[config.mk]
export PLATFORM = sky130hd
export DESIGN_NAME = instr_fetch_unit_flat
export DESIGN_NICKNAME = d
export VERILOG_FILES = /design/src/rtl/instr_fetch_unit_if.sv /design/src/rtl/instr_fetch_unit.sv /design/src/flat_wrapper.sv
export SDC_FILE = /design/constraint.sdc
export NUM_CORES = 1
export LEC_CHECK = 0
export BUFFER_PORTS_ARGS = -buffer_cell sky130_fd_sc_hd__clkbuf_2
export CAP_MARGIN = 40
export CORE_ASPECT_RATIO = 0.75
export CORE_UTILIZATION = 47
export DETAILED_ROUTE_END_ITERATION = 7
export PLACE_DENSITY = 0.74
export SYNTH_ARGS = -nofsm -noshare
export SYNTH_HDL_FRONTEND = slang
export SYNTH_SLANG_ARGS = --single-unit
[constraint.sdc]
create_clock -name i_clk -period 2.51 [get_ports i_clk]
set_input_delay 0.502 -clock i_clk [delete_from_list [all_inputs] [get_ports i_clk]]
set_output_delay 0.502 -clock i_clk [all_outputs]
set_load 0.01 [all_outputs]
[src/rtl/instr_fetch_unit_if.sv]
// ---------------------------------------------------------------------------
// instr_fetch_unit_if
// Purpose : Bundles the fetch stage's two handshakes and the redirect input:
//           the req/ready channel to instruction memory, the valid/ready
//           channel to decode, and the branch redirect from execute.
// Modports:
//   master - the fetch unit side (drives imem_req/imem_addr and the
//            instruction register outputs, receives memory data, decode
//            ready and branch redirects)
//   slave  - the environment side (memory + decode + execute)
// Signals :
//   imem_req, imem_addr              fetch request and address
//   imem_rdata, imem_ready           memory data and accept strobe
//   instr_valid, instr_out, instr_pc instruction register towards decode
//   instr_ready                      decode consumes the held instruction
//   branch_taken, branch_target      single-cycle redirect from execute
// ---------------------------------------------------------------------------
interface instr_fetch_unit_if #(
    parameter int ADDR_WIDTH  = 10,
    parameter int INSTR_WIDTH = 16
);
    logic                   imem_req;
    logic [ADDR_WIDTH-1:0]  imem_addr;
    logic [INSTR_WIDTH-1:0] imem_rdata;
    logic                   imem_ready;
    logic                   instr_valid;
    logic                   instr_ready;
    logic [INSTR_WIDTH-1:0] instr_out;
    logic [ADDR_WIDTH-1:0]  instr_pc;
    logic                   branch_taken;
    logic [ADDR_WIDTH-1:0]  branch_target;

    modport master (
        output imem_req, imem_addr,
        input  imem_rdata, imem_ready,
        output instr_valid, instr_out, instr_pc,
        input  instr_ready,
        input  branch_taken, branch_target
    );

    modport slave (
        input  imem_req, imem_addr,
        output imem_rdata, imem_ready,
        input  instr_valid, instr_out, instr_pc,
        output instr_ready,
        output branch_taken, branch_target
    );
endinterface

[src/rtl/instr_fetch_unit.sv]
// ---------------------------------------------------------------------------
// instr_fetch_unit
// Purpose : Fetch stage of the 16-bit processor. Owns the program counter,
//           requests instructions from instruction memory with a req/ready
//           handshake, holds the fetched word in an instruction register and
//           offers it to decode with a valid/ready handshake. Taken branches
//           redirect the PC; a branch arriving while a memory request is
//           still outstanding is remembered and applied once memory answers.
// Ports   :
//   i_clk           rising-edge clock
//   i_rst           synchronous reset, active-high
//   bus (master)    memory, decode and redirect signals (instr_fetch_unit_if)
//   o_stall_cycles  16-bit saturating count of cycles with imem_req=1 and
//                   imem_ready=0; present only when FETCH_STALL_CNT_EN is
//                   defined
// Parameters:
//   ADDR_WIDTH   PC width, PC wraps modulo 2**ADDR_WIDTH
//   INSTR_WIDTH  instruction word width
//   RESET_PC     PC value loaded on reset
// Configuration:
//   FETCH_STALL_CNT_EN  define to add the stall counter and its port
// ---------------------------------------------------------------------------
module instr_fetch_unit #(
    parameter int                    ADDR_WIDTH  = 10,
    parameter int                    INSTR_WIDTH = 16,
    parameter logic [ADDR_WIDTH-1:0] RESET_PC    = '0
) (
    input  logic                      i_clk,
    input  logic                      i_rst,
    instr_fetch_unit_if.master        bus
`ifdef FETCH_STALL_CNT_EN
    ,
    output logic [15:0]               o_stall_cycles
`endif
);

    // FETCH : request outstanding at the PC
    // FLUSH : request outstanding at the old PC, its data will be dropped
    // VALID : instruction register full, waiting for decode
    typedef enum logic [1:0] {
        S_FETCH = 2'd0,
        S_FLUSH = 2'd1,
        S_VALID = 2'd2
    } state_t;

    state_t                  r_state;
    logic [ADDR_WIDTH-1:0]   r_pc;
    logic [ADDR_WIDTH-1:0]   r_target;
    logic [INSTR_WIDTH-1:0]  r_instr;
    logic [ADDR_WIDTH-1:0]   r_instr_pc;
    logic                    r_instr_valid;

    logic [ADDR_WIDTH-1:0]   w_pc_inc;
    logic                    w_req;

    // Shared incrementer; natural overflow gives the wrap to zero.
    assign w_pc_inc = r_pc + ADDR_WIDTH'(1);

    // The request is combinational so it is already up in the first cycle
    // after reset; the address is the PC, which only moves when the
    // request is either accepted or not being made.
    assign w_req             = (r_state != S_VALID);
    assign bus.imem_req      = w_req;
    assign bus.imem_addr     = r_pc;
    assign bus.instr_valid   = r_instr_valid;
    assign bus.instr_out     = r_instr;
    assign bus.instr_pc      = r_instr_pc;

    // Fetch sequencer. Branches take priority over both handshakes. A branch
    // that cannot be applied immediately (memory has not answered) is parked
    // in r_target so the address stays stable until the request completes;
    // a later branch during that wait simply overwrites the parked target.
    always_ff @(posedge i_clk) begin
        if (i_rst) begin
            r_state       <= S_FETCH;
            r_pc          <= RESET_PC;
            r_target      <= '0;
            r_instr       <= '0;
            r_instr_pc    <= '0;
            r_instr_valid <= 1'b0;
        end else begin
            case (r_state)
                S_FETCH: begin
                    if (bus.branch_taken) begin
                        if (bus.imem_ready) begin
                            r_pc <= bus.branch_target;
                        end else begin
                            r_target <= bus.branch_target;
                            r_state  <= S_FLUSH;
                        end
                    end else if (bus.imem_ready) begin
                        r_instr       <= bus.imem_rdata;
                        r_instr_pc    <= r_pc;
                        r_instr_valid <= 1'b1;
                        r_state       <= S_VALID;
                    end
                end

                S_FLUSH: begin
                    // The newest branch wins, even in the cycle memory answers.
                    if (bus.branch_taken) begin
                        r_target <= bus.branch_target;
                    end
                    if (bus.imem_ready) begin
                        r_pc    <= bus.branch_taken ? bus.branch_target : r_target;
                        r_state <= S_FETCH;
                    end
                end

                S_VALID: begin
                    if (bus.branch_taken) begin
                        r_pc          <= bus.branch_target;
                        r_instr_valid <= 1'b0;
                        r_state       <= S_FETCH;
                    end else if (bus.instr_ready) begin
                        r_pc          <= w_pc_inc;
                        r_instr_valid <= 1'b0;
                        r_state       <= S_FETCH;
                    end
                end

                default: begin
                    r_state       <= S_FETCH;
                    r_instr_valid <= 1'b0;
                end
            endcase
        end
    end

`ifdef FETCH_STALL_CNT_EN
    logic [15:0] r_stall_cnt;

    // Counts memory wait cycles and sticks at all-ones instead of wrapping.
    always_ff @(posedge i_clk) begin
        if (i_rst) begin
            r_stall_cnt <= 16'd0;
        end else if (w_req && !bus.imem_ready && (r_stall_cnt != 16'hFFFF)) begin
            r_stall_cnt <= r_stall_cnt + 16'd1;
        end
    end

    assign o_stall_cycles = r_stall_cnt;
`endif

endmodule
[src/flat_wrapper.sv]
// flat-port wrapper written by rule: the top's interface ports become plain ports
module instr_fetch_unit_flat 
#(
    parameter int                    ADDR_WIDTH  = 10,
    parameter int                    INSTR_WIDTH = 16,
    parameter logic [ADDR_WIDTH-1:0] RESET_PC    = '0
)
  (i_clk, i_rst, bus_imem_req, bus_imem_addr, bus_imem_rdata, bus_imem_ready, bus_instr_valid, bus_instr_out, bus_instr_pc, bus_instr_ready, bus_branch_taken, bus_branch_target);
  instr_fetch_unit_if #(.ADDR_WIDTH(ADDR_WIDTH), .INSTR_WIDTH(INSTR_WIDTH)) bus_i ();
  input  logic i_clk;
  input  logic i_rst;
  output wire logic [$bits(bus_i.imem_req)-1:0] bus_imem_req;
  output wire logic [$bits(bus_i.imem_addr)-1:0] bus_imem_addr;
  input wire logic [$bits(bus_i.imem_rdata)-1:0] bus_imem_rdata;
  input wire logic [$bits(bus_i.imem_ready)-1:0] bus_imem_ready;
  output wire logic [$bits(bus_i.instr_valid)-1:0] bus_instr_valid;
  output wire logic [$bits(bus_i.instr_out)-1:0] bus_instr_out;
  output wire logic [$bits(bus_i.instr_pc)-1:0] bus_instr_pc;
  input wire logic [$bits(bus_i.instr_ready)-1:0] bus_instr_ready;
  input wire logic [$bits(bus_i.branch_taken)-1:0] bus_branch_taken;
  input wire logic [$bits(bus_i.branch_target)-1:0] bus_branch_target;
  assign bus_imem_req = bus_i.imem_req;
  assign bus_imem_addr = bus_i.imem_addr;
  assign bus_i.imem_rdata = bus_imem_rdata;
  assign bus_i.imem_ready = bus_imem_ready;
  assign bus_instr_valid = bus_i.instr_valid;
  assign bus_instr_out = bus_i.instr_out;
  assign bus_instr_pc = bus_i.instr_pc;
  assign bus_i.instr_ready = bus_instr_ready;
  assign bus_i.branch_taken = bus_branch_taken;
  assign bus_i.branch_target = bus_branch_target;
  instr_fetch_unit #(.ADDR_WIDTH(ADDR_WIDTH), .INSTR_WIDTH(INSTR_WIDTH), .RESET_PC(RESET_PC)) u_core (.i_clk(i_clk), .i_rst(i_rst), .bus(bus_i));
endmodule
## Word-level counts from Yosys, hierarchy flattened

Cells that the tools add are included.

| storage, ports and cells | value |
|---|---|
| bits in read-only memories | 0 |
| RAM bits | 0 |
| output and inout bits | 38 |
| bits in latches | 0 |
| register bits | 49 |
| memories kept | 0 |
| bits of input ports | 31 |

| operators by class | value |
|---|---|
| magnitude comparators | 0 |
| bitwise operators | 2 |
| div/mod/pow operators | 0 |
| eq/ne operators | 11 |
| multiplexer cells | 22 |
| shifts and indexed selects | 0 |
| $add $sub $neg | 1 |
| $mul | 0 |
| reductions and logical operators | 8 |

Operators by type and width:

| kind | number |
|---|---|
| $mux 10 | 8 |
| $pmux 10 s3 | 1 |
| $pmux 10 s2 | 1 |
| $mux 2 | 6 |
| $ne 2x2->1 const B | 6 |
| $add 10x1->10 const B | 1 |
| $ne 3x3->1 const B | 3 |
| $reduce_and 4->1 | 2 |
| $pmux 2 s3 | 1 |
| $reduce_and 3->1 | 2 |
| $reduce_and 5->1 | 1 |
| $mux 1 | 4 |
| $pmux 1 s3 | 1 |
| $reduce_bool 3->1 | 1 |
| $eq 2x1->1 const B | 1 |
| $eq 2x2->1 const B | 1 |
| $logic_not 2->1 | 1 |
| $not 1->1 | 2 |
| $reduce_bool 2->1 | 1 |

## Logic depth before layout (Yosys ltp)

| depth | value |
|---|---|
| depth after elaboration | 4 |
| gate-level depth with buffers | 8 |
| gate-level depth less buffers | 7 |

## Worst setup path after synthesis

OpenSTA, ideal clock, no wires.

| timing path | value |
|---|---|
| path type | reg-to-reg |
| from | register u_core.r_state[1] |
| to | register u_core.r_pc[3], in the netlist u_core.bus.imem_addr[3] |
| arrival time | 1.784 ns |
| clock period less this slack | 1.887 ns |
| stages on the path, launching flop included | 9 |
| path slack | 0.623 ns |
| library setup time | 0.103 ns |
| path buffers | 2 |
| cells stage by stage | dfxtp_1 -> inv_1 -> ha_1 -> buf_2 -> nor2b_4 -> a2111oi_4 -> buf_6 -> nor2_1 -> a2111oi_2 |

| on the way | value |
|---|---|
| word-level cells in the longest chain between the ends | 3 |
| elaborated cells on any way between the ends | 10 |
| classes of those cells | eq/ne (6); mux (1); reduce/logical (3) |

RTL lines:

| what | line | RTL |
|---|---|---|
| from (decl) | instr_fetch_unit.sv:46 | `state_t r_state;` |
| from (signal assigned) | instr_fetch_unit.sv:75 | `r_state <= S_FETCH;` |
| from (signal assigned) | instr_fetch_unit.sv:89 | `r_state <= S_FLUSH;` |
| from (signal assigned) | instr_fetch_unit.sv:95 | `r_state <= S_VALID;` |
| $eq 2x2->1 (tied with other cells) | instr_fetch_unit.sv:82 | `case (r_state)` |
| $ne 3x3->1 (no source line) (tied with other cells) | n/a |  |
| $reduce_and 5->1 (no source line) | n/a |  |
| to (signal assigned) | instr_fetch_unit.sv:86 | `r_pc <= bus.branch_target;` |
| to (signal assigned) | instr_fetch_unit.sv:105 | `r_pc <= bus.branch_taken ? bus.branch_target : r_target;` |
| to (signal assigned) | instr_fetch_unit.sv:112 | `r_pc <= bus.branch_target;` |
| to (decl) | instr_fetch_unit.sv:47 | `logic [ADDR_WIDTH-1:0] r_pc;` |

Parallel ways exist; a longest one is shown, timed or not.
A chain may end at the register's enable or synchronous reset.

## Final worst setup path

| timing path | value |
|---|---|
| from | register u_core.r_state[0] |
| to | register u_core.r_pc[6], in the netlist u_core.bus.imem_addr[6] |

Same word-level chain as after synthesis.

==> results.sh <==
export IMPL_status="finished clean"
export IMPL_post_cts_resized=0
export IMPL_grt_pass1_wl_um=9470
export IMPL_clkTransAtPathRegs_ns=0.09
export IMPL_power_mw=1.97
export IMPL_cts_tree="done"
export IMPL_worst_setup_path_type="flip-flop to flip-flop"
export IMPL_final_cell_count_no_fill=405
export IMPL_critPathArrivalTime_ns=2.36
export IMPL_rows=21
export IMPL_maxCapViolCount=0
export IMPL_die_h_um=63.1
export IMPL_ys_warnings_count=0
export IMPL_numCtsBuffers=5
export IMPL_max_freq_ghz=0.461
export IMPL_crit_fanout=9
export IMPL_cts_root_buf="clkbuf_8"
export IMPL_gr_total_overflow=0
export IMPL_port_buffers=68
export IMPL_viasPerCell=5.43
export IMPL_grt_usage_pct=22.2
export IMPL_htree_levels=2
export IMPL_power_leakage_nw=1.29
export IMPL_timing_rr_start="u_core.r_state[0]"
export IMPL_worst_ep_required_time_ns=2.70
export IMPL_initial_core_util_pct=50.6
export IMPL_finalClockSkew_ns=0.00579
export IMPL_post_cts_buffers=0
export IMPL_dp_cells=397
export IMPL_dp_hpwl_um=4030
export IMPL_setup_viol=0
export IMPL_nFillCells=434
export IMPL_ys_ff_latch=49
export IMPL_cp_startpoint="u_core.r_state[0]"
export IMPL_first_global_vias=2073
export IMPL_r2r_end="u_core.bus.imem_addr[6]"
export IMPL_clkLatencyLatePin_ns=0.30
export IMPL_vias=2199
export IMPL_period_share_pct=86.4
export IMPL_ant_nets=0
export IMPL_finalSetupTns_ns=0
export IMPL_hold_violations=0
export IMPL_grt_met2_usage_pct=37.2
export IMPL_dr_pass1_iters=4
export IMPL_area_growth_syn_to_layout_pct=23.1
export IMPL_clkSinkCount=49
export IMPL_tightest_slew_ns=0.518
export IMPL_hold_path_end="u_core.bus.instr_out[7]"
export IMPL_syn_avg_cell_area_um2=8.33
export IMPL_finalMaxSlewViolations=0
export IMPL_r2r_slack_ns=0.34
export IMPL_clock_path_buffers=2
export IMPL_grt_max_degree=38
export IMPL_syn_inst=281
export IMPL_rsz0062_at_grt="false"
export IMPL_hp_start="bus_imem_rdata[7]"
export IMPL_worst_r2r_cell_count=6
export IMPL_gp_congestion=0.841
export IMPL_grt_use_met1_pct=29.3
export IMPL_antenna_found_initial=0
export IMPL_grt_use_met3_pct=5.64
export IMPL_synth_enable_flop_cells=0
export IMPL_io_pins=69
export IMPL_die_w_um=83.5
export IMPL_routedWlPerCell_um=13.8
export IMPL_syn_nets=317
export IMPL_core_area_um2=4620
export IMPL_irDropWorstVdd_uv=448
export IMPL_power_density_nw_per_um2=685
export IMPL_diodes=0
export IMPL_ys_flop_type="dfxtp_1"
export IMPL_drt_iter0_markers=143
export IMPL_yosysSeqAreaShare_pct=41.9
export IMPL_drcViolationCount=0
export IMPL_hp_class="input pin to flip-flop"
export IMPL_layout_nets=383
export IMPL_cts_hold_buf=0
export IMPL_relSlewSlack_pct=65.5
export IMPL_wl_um=5570
export IMPL_yosysUniqueCellTypes=40
export IMPL_netlist_area_um2=2340
export IMPL_gr_max_usage_layer="met2"
export IMPL_postSynth_asyncResetShare_pct=0
export IMPL_drive_above_1_share_pct=27.6
export IMPL_die_area_um2=5270
export IMPL_min_delay_path_depth=3
export IMPL_cp_end_kind="flip-flop"
export IMPL_min_period_ns=2.17
export IMPL_crit_path_start_kind="flip-flop"
## cells by family after synthesis
logic type	synth area share (%)
buffers and inverters	4.86
XOR/XNOR	2.62
AO/OA/AOI/OAI	22.9
flip-flops	41.9
AND/OR/NAND/NOR	20.8
adder cells (fa/ha/maj)	2.67
multiplexers	4.28
## flip-flops by register name (all words and copies together) (netlist names)
name / flops
u_core.r_state: 2
u_core.bus.instr_valid: 1
u_core.bus.instr_pc: 10
u_core.bus.instr_out: 16
u_core.r_target: 10
u_core.bus.imem_addr: 10
## Yosys cell counts, types with 4 or more instances
master     number  area share (%)
nand2_1        61             9.8
dfxtp_1        49              42
a21oi_1        29             6.2
nor2_1         28             4.5
clkbuf_1       12             1.9
mux2i_1        10             4.3
o21ai_0         9             1.9
a22oi_1         7             2.2
inv_1           6            0.96
nand2b_1        6             1.6
a2111oi_2       5             3.2
ha_1            5             2.7
and3_1          4             1.1
buf_2           4            0.86
o211a_1         4             1.7
xor2_1          4             1.5
## metal layers
layer	wire (um)	vias to the layer above
met5	0	-
met4	35	0
met3	368	7
met2	2580	71
met1	2580	1013
li1	-	1108
## final cells by class
cell class              instances  area, um^2  share of cell area [%]
clock buffers                   5        68.8                    2.39
clock inverters                 3        65.1                    2.26
inverters                       6        22.5                   0.781
multi-input cells             207        1250                    43.2
flip-flops and latches         49         981                    34.0
well taps                      57        71.3                    2.47
repair buffers                 78         428                    14.8
## metrics by stage
stage,hold slack [ns],area [um^2],setup slack (ns),util (%)
floorplan,0.458,2340,0.623,-
global placement,0.441,2730,0.421,59.0
detailed placement,0.449,2750,0.373,59.4
CTS,0.411,2880,0.363,62.3
global route,0.407,2880,0.175,62.3
finish,0.410,2880,0.341,62.3
## cell usage in the layout (no fill, tap or decap), types with 2 or more instances in the layout
| master | count |
|---|---|
| ha_1 | 5 |
| nor3_1 | 3 |
| a22oi_1 | 7 |
| a2111oi_2 | 5 |
| clkbuf_2 | 68 |
| xor2_1 | 4 |
| nor2_1 | 28 |
| clkbuf_8 | 5 |
| xnor2_1 | 3 |
| bufinv_16 | 2 |
| nand3_1 | 3 |
| a222oi_1 | 2 |
| dfxtp_1 | 49 |
| a211oi_1 | 3 |
| mux2i_1 | 10 |
| o211a_1 | 4 |
| a22o_1 | 3 |
| inv_1 | 6 |
| nand4_1 | 2 |
| o211ai_1 | 2 |
| buf_4 | 9 |
| and3_1 | 4 |
| a21oi_1 | 29 |
| nand2b_1 | 6 |
| nand2_1 | 61 |
| o21ai_0 | 9 |
## report_power, final
part | switching [mW] | total, mW | internal [mW] | leakage (nW)
logic | 0.236 | 0.421 | 0.185 | 0.824
clock network | 0.254 | 0.649 | 0.396 | 0.0681
registers | 0.0644 | 0.903 | 0.839 | 0.401
## worst max-delay path: stages, from the launching register on
cell       delay (ns)
dfxtp_1          0.41
inv_1            0.09
ha_1             0.34
a2111oi_4        0.56
buf_4            0.27
nor2_1           0.06
a2111oi_2        0.34
## worst max path at each step
| stage | to | slack, ns | cells past startpoint |
|---|---|---|---|
| floorplan | u_core.bus.imem_addr[3] | 0.62 | 8 |
| global placement | u_core.bus.imem_addr[7] | 0.42 | 6 |
| detailed placement | u_core.bus.imem_addr[6] | 0.37 | 6 |
| CTS | u_core.bus.imem_addr[6] | 0.36 | 6 |
| global route | u_core.bus.imem_addr[6] | 0.17 | 6 |
| finish | u_core.bus.imem_addr[6] | 0.34 | 6 |
No activity file was read; power rests on OpenSTA's default activity.
